<file path="config.mk">
export PLATFORM = sky130hd
export DESIGN_NAME = down_counter_timer_flat
export DESIGN_NICKNAME = d
export VERILOG_FILES = /design/src/rtl/down_counter_timer_if.sv /design/src/rtl/down_counter_timer.sv /design/src/flat_wrapper.sv
export SDC_FILE = /design/constraint.sdc
export NUM_CORES = 1
export LEC_CHECK = 0
export ABC_CLOCK_PERIOD_IN_PS = 2650
export CORE_MARGIN = 5
export CORE_UTILIZATION = 53
export DETAILED_ROUTE_END_ITERATION = 16
export PLACE_DENSITY = 0.88
export SKIP_CTS_REPAIR_TIMING = 1
export SLEW_MARGIN = 20
export SYNTH_ARGS = -nofsm -noshare
export SYNTH_HDL_FRONTEND = slang
export SYNTH_SLANG_ARGS = --single-unit
</file>
<file path="constraint.sdc">
create_clock -name clk -period 2.65 [get_ports clk]
set_clock_uncertainty 0.1 [all_clocks]
set_input_delay 0.53 -clock clk [delete_from_list [all_inputs] [get_ports clk]]
set_output_delay 0.53 -clock clk [all_outputs]
set_load 0.02 [all_outputs]
</file>
<file path="src/rtl/down_counter_timer_if.sv">
// Control/status bundle for down_counter_timer.
// The master (an FSM or the bench) drives the controls.
// The slave (the timer) returns the count and the status flags.
interface down_counter_timer_if #(
  parameter int N = 4
);
  logic         en;
  logic         load;
  logic [N-1:0] load_val;
  logic         mode;
  logic [N-1:0] Q;
  logic         tc;
  logic         busy;
  logic         done;

  modport master (
    output en, load, load_val, mode,
    input  Q, tc, busy, done
  );

  modport slave (
    input  en, load, load_val, mode,
    output Q, tc, busy, done
  );
endinterface

</file>
<file path="src/rtl/down_counter_timer.sv">
// Loadable N-bit down counter with a registered terminal-count pulse.
// It has a one-shot mode and an auto-reload mode.
// Edge priority: load > expiry > decrement > hold.
// The count never wraps from zero; DONE is left only by load or reset.
module down_counter_timer #(
  parameter int N = 4
) (
  input  logic                clk,
  input  logic                reset_n,
  down_counter_timer_if.slave bus
);

  localparam logic [1:0] ST_IDLE = 2'd0;
  localparam logic [1:0] ST_RUN  = 2'd1;
  localparam logic [1:0] ST_DONE = 2'd2;

  localparam logic [N-1:0] CNT_ZERO = {N{1'b0}};
  localparam logic [N-1:0] CNT_ONE  = {{(N-1){1'b0}}, 1'b1};

  logic [N-1:0] r_q;
  logic [N-1:0] r_reload;
  logic         r_mode;
  logic [1:0]   r_state;
  logic         r_tc;
  logic         r_busy;
  logic         r_done;

  logic [N-1:0] w_q;
  logic [N-1:0] w_reload;
  logic         w_mode;
  logic [1:0]   w_state;
  logic         w_tc;

  // Next-state selection: load first, then expiry, then decrement, otherwise hold.
  always_comb begin
    w_q      = r_q;
    w_reload = r_reload;
    w_mode   = r_mode;
    w_state  = r_state;
    w_tc     = 1'b0;
    if (bus.load) begin
      w_q      = bus.load_val;
      w_reload = bus.load_val;
      w_mode   = bus.mode;
      if (bus.load_val != CNT_ZERO) begin
        w_state = ST_RUN;
      end else begin
        w_state = ST_IDLE;
      end
    end else begin
      case (r_state)
        ST_RUN: begin
          if (bus.en) begin
            if (r_q == CNT_ONE) begin
              w_tc = 1'b1;
              if (r_mode) begin
                w_q = r_reload;
              end else begin
                w_q     = CNT_ZERO;
                w_state = ST_DONE;
              end
            end else if (r_q > CNT_ONE) begin
              w_q = r_q - CNT_ONE;
            end else begin
              // A zero count in RUN cannot be reached through a load.
              // Holding here keeps the count from wrapping.
              w_q = r_q;
            end
          end else begin
            w_q = r_q;
          end
        end
        ST_IDLE: begin
          w_state = ST_IDLE;
        end
        ST_DONE: begin
          w_state = ST_DONE;
        end
        default: begin
          // Recover from an unused encoding to a safe stopped state.
          w_q     = CNT_ZERO;
          w_state = ST_IDLE;
        end
      endcase
    end
  end

  // State and output registers; busy/done are registered copies of the next state.
  always_ff @(posedge clk or negedge reset_n) begin
    if (!reset_n) begin
      r_q      <= CNT_ZERO;
      r_reload <= CNT_ZERO;
      r_mode   <= 1'b0;
      r_state  <= ST_IDLE;
      r_tc     <= 1'b0;
      r_busy   <= 1'b0;
      r_done   <= 1'b0;
    end else begin
      r_q      <= w_q;
      r_reload <= w_reload;
      r_mode   <= w_mode;
      r_state  <= w_state;
      r_tc     <= w_tc;
      r_busy   <= (w_state == ST_RUN);
      r_done   <= (w_state == ST_DONE);
    end
  end

  assign bus.Q    = r_q;
  assign bus.tc   = r_tc;
  assign bus.busy = r_busy;
  assign bus.done = r_done;

endmodule

</file>
<file path="src/flat_wrapper.sv">
// flat-port wrapper written by rule: the top's interface ports become plain ports
module down_counter_timer_flat 
#(
  parameter int N = 4
)
  (clk, reset_n, bus_en, bus_load, bus_load_val, bus_mode, bus_Q, bus_tc, bus_busy, bus_done);
  down_counter_timer_if #(.N(N)) bus_i ();
  input  logic clk;
  input  logic reset_n;
  input wire logic [$bits(bus_i.en)-1:0] bus_en;
  input wire logic [$bits(bus_i.load)-1:0] bus_load;
  input wire logic [$bits(bus_i.load_val)-1:0] bus_load_val;
  input wire logic [$bits(bus_i.mode)-1:0] bus_mode;
  output wire logic [$bits(bus_i.Q)-1:0] bus_Q;
  output wire logic [$bits(bus_i.tc)-1:0] bus_tc;
  output wire logic [$bits(bus_i.busy)-1:0] bus_busy;
  output wire logic [$bits(bus_i.done)-1:0] bus_done;
  assign bus_i.en = bus_en;
  assign bus_i.load = bus_load;
  assign bus_i.load_val = bus_load_val;
  assign bus_i.mode = bus_mode;
  assign bus_Q = bus_i.Q;
  assign bus_tc = bus_i.tc;
  assign bus_busy = bus_i.busy;
  assign bus_done = bus_i.done;
  down_counter_timer #(.N(N)) u_core (.clk(clk), .reset_n(reset_n), .bus(bus_i));
endmodule
</file>
==> impl_metrics.env <==
export IMPL_synth_edf_count=0
export IMPL_post_route_period_util_pct=79.9
export IMPL_diodes=0
export IMPL_num_nets_final=111
export IMPL_wl_per_cell_um=15.1
export IMPL_r2r_setup_slack_ns=0.53
export IMPL_status="finished clean"
export IMPL_ff2ff_path_depth=6
export IMPL_die_w_um=49.0
export IMPL_drt_pass1_iterations=4
export IMPL_ys_types=27
export IMPL_die_h_um=49.0
export IMPL_hold_depth=1
export IMPL_synth_warnings=0
export IMPL_core_area_sq_mm=0.00147
export IMPL_slew_viol_final=0
export IMPL_clockBufferDepth=2
export IMPL_fin_ws_ns=0.534
export IMPL_drt_wl_total_um=1690
export IMPL_grt_pass1_wl_um=2880
export IMPL_synth_sequential_area_ratio_pct=43.5
export IMPL_overflow=0
export IMPL_grtUsageMet1_pct=17.6
export IMPL_synthArstFlopShare_pct=100
export IMPL_fmax_ghz=0.473
export IMPL_dr_first_iter_drc_count=23
export IMPL_cp_start_kind="flip-flop"
export IMPL_power_uw=572
export IMPL_ant_nets=0
export IMPL_grt_antenna_before_repair=0
export IMPL_root_buffer="clkbuf_4"
export IMPL_p_per_area_mw_per_mm2=565
export IMPL_syn_nets=92
export IMPL_rsz0062_at_grt="no"
export IMPL_finalSetupTns_ns=0
export IMPL_worst_slew_pin_slew_ns=0.631
export IMPL_cts_tree="yes"
export IMPL_grt_max_degree=15
export IMPL_syn_area_per_cell_sq_um=10.3
export IMPL_hpwl_um=1320
export IMPL_rr_endpoint="u_core.bus.busy"
export IMPL_r2r_start="u_core.bus.Q[1]"
export IMPL_end_kind="flip-flop"
export IMPL_drc=0
export IMPL_ys_seq_elements=14
export IMPL_top_usage_layer="met2"
export IMPL_cp_required_ns=2.72
export IMPL_gr_usage_met2_pct=26.3
export IMPL_max_slew_margin_rel_pct=57.9
export IMPL_post_place_ws_ns=0.583
export IMPL_drive_gt1_share_pct=12.5
export IMPL_syn_inst=78
export IMPL_htreeDepth=1
export IMPL_netlist_area_sq_um=805
export IMPL_worstPathMaxFanout=5
export IMPL_met3_usage_pct=3.36
export IMPL_io_buffers=15
export IMPL_setup_viol=0
export IMPL_cp_data_arrival_time_ns=2.19
export IMPL_critPathKind="reg -> reg"
export IMPL_syn_to_final_growth_pct=25.7
export IMPL_hp_class="reg -> reg"
export IMPL_place_gp_congestion=0.833
export IMPL_min_to="u_core.r_reload[1]"
export IMPL_clk_latency_ns=0.28
export IMPL_final_cell_mix="clkdlybuf4s50_1, dfrtp_1, inv_1"
export IMPL_hold_violations=0
export IMPL_drv_cap=0
export IMPL_ys_flop_type="dfrtp_1"
export IMPL_leakage_uw=0.000448
export IMPL_ioPinCount=16
export IMPL_fin_crit_ns=2.12
export IMPL_rows=14
export IMPL_layout_commonest_cell="clkdlybuf4s50_1"
export IMPL_num_vias=665
export IMPL_cts_buffers=3
export IMPL_track_usage_pct=15.2
export IMPL_post_route_util_pct=68.7
export IMPL_grt_pass1_vias=662
export IMPL_cts_sinks=14
export IMPL_peakVddDrop_v=0.000396
export IMPL_dieArea_sq_mm=0.00240
export IMPL_cts_clk_slew_worst_paths_ns=0.09
export IMPL_via_per_inst=5.94
export IMPL_start_util_pct=54.7
export IMPL_hold_start="u_core.r_reload[1]"
==> registers in the layout, summed over array words and instances, names as in the netlist <==
| register | count |
|---|---|
| u_core.bus.Q | 4 |
| u_core.r_reload | 4 |
| u_core.r_state | 2 |
| u_core.bus.busy | 1 |
| u_core.bus.done | 1 |
| u_core.bus.tc | 1 |
| u_core.r_mode | 1 |
==> cells by family after synthesis <==
family,Yosys count,synth area share (%)
mux,6,8.09
compound gates,18,18.5
flops,14,43.5
fa+ha+maj,5,7.78
simple gates,25,17.4
buf+inv,10,4.67
==> report_power, final <==
part | total, uW | internal (uW) | switching, uW | leakage, uW
Sequential | 256 | 234 | 21.9 | 0.000174
Combinational | 162 | 79.2 | 82.8 | 0.000253
Clock | 154 | 83.5 | 70.4 | 0.0000210
==> worst max-delay path, stage by stage (launching register included) <==
cell and delay (ns):
dfrtp_1 0.42, inv_1 0.11, ha_1 0.23, nor3b_1 0.56
and3b_1 0.29, o31ai_1 0.12, and2_1 0.19
==> cell usage after synthesis (all sizes together), types with 2 or more instances <==
cell type	count	share of area (%)
clkbuf	2	0.93
a21oi	2	1.2
inv	8	3.7
mux2i	2	2.5
o21ai	4	2.5
a32oi	2	2.2
dfrtp	14	44
ha	5	7.8
nand2	7	3.3
mux2	4	5.6
nor2	4	1.9
nand3	2	1.2
nor2b	2	1.6
o31ai	4	3.7
nand4	2	1.6
nor3b	2	1.9
and3b	2	2.2
==> how the worst max path moves through the flow <==
stage / slack [ns] / depth (start not counted) / endpoint / startpoint
after floorplan: 0.65 / 6 / u_core.bus.Q[0] / u_core.bus.Q[1]
after detailed placement: 0.58 / 5 / u_core.bus.Q[3] / bus_load
after CTS: 0.55 / 6 / u_core.bus.busy / u_core.bus.Q[1]
after global routing: 0.32 / 6 / u_core.bus.busy / u_core.bus.Q[1]
final: 0.53 / 6 / u_core.bus.busy / u_core.bus.Q[1]
after global placement: 0.62 / 4 / u_core.bus.busy / bus_en
==> stage by stage <==
step           cells  hold WS, ns  area, sq um
3_5_place_dp     108        0.402          975
2_1_floorplan     78        0.134          805
5_1_grt          112        0.443         1010
4_1_cts          112        0.423         1010
3_3_place_gp     108        0.393          975
6_report         112        0.424         1010
==> cell type report <==
type,count,area (sq um)
Inverter,8,30.0
Sequential cell,14,350
Fill cell,111,460
Clock buffer,4,36.3
Tap cell,16,20.0
Multi-Input combinational cell,54,417
Timing Repair Buffer,16,158
==> metal layers <==
| metal | up-vias | wire length [um] |
|---|---|---|
| met5 | - | 0 |
| met4 | 0 | 25 |
| met3 | 2 | 87 |
| met2 | 16 | 848 |
| met1 | 326 | 730 |
| li1 | 321 | - |
Note: power is estimated with default switching activity, not from simulation.
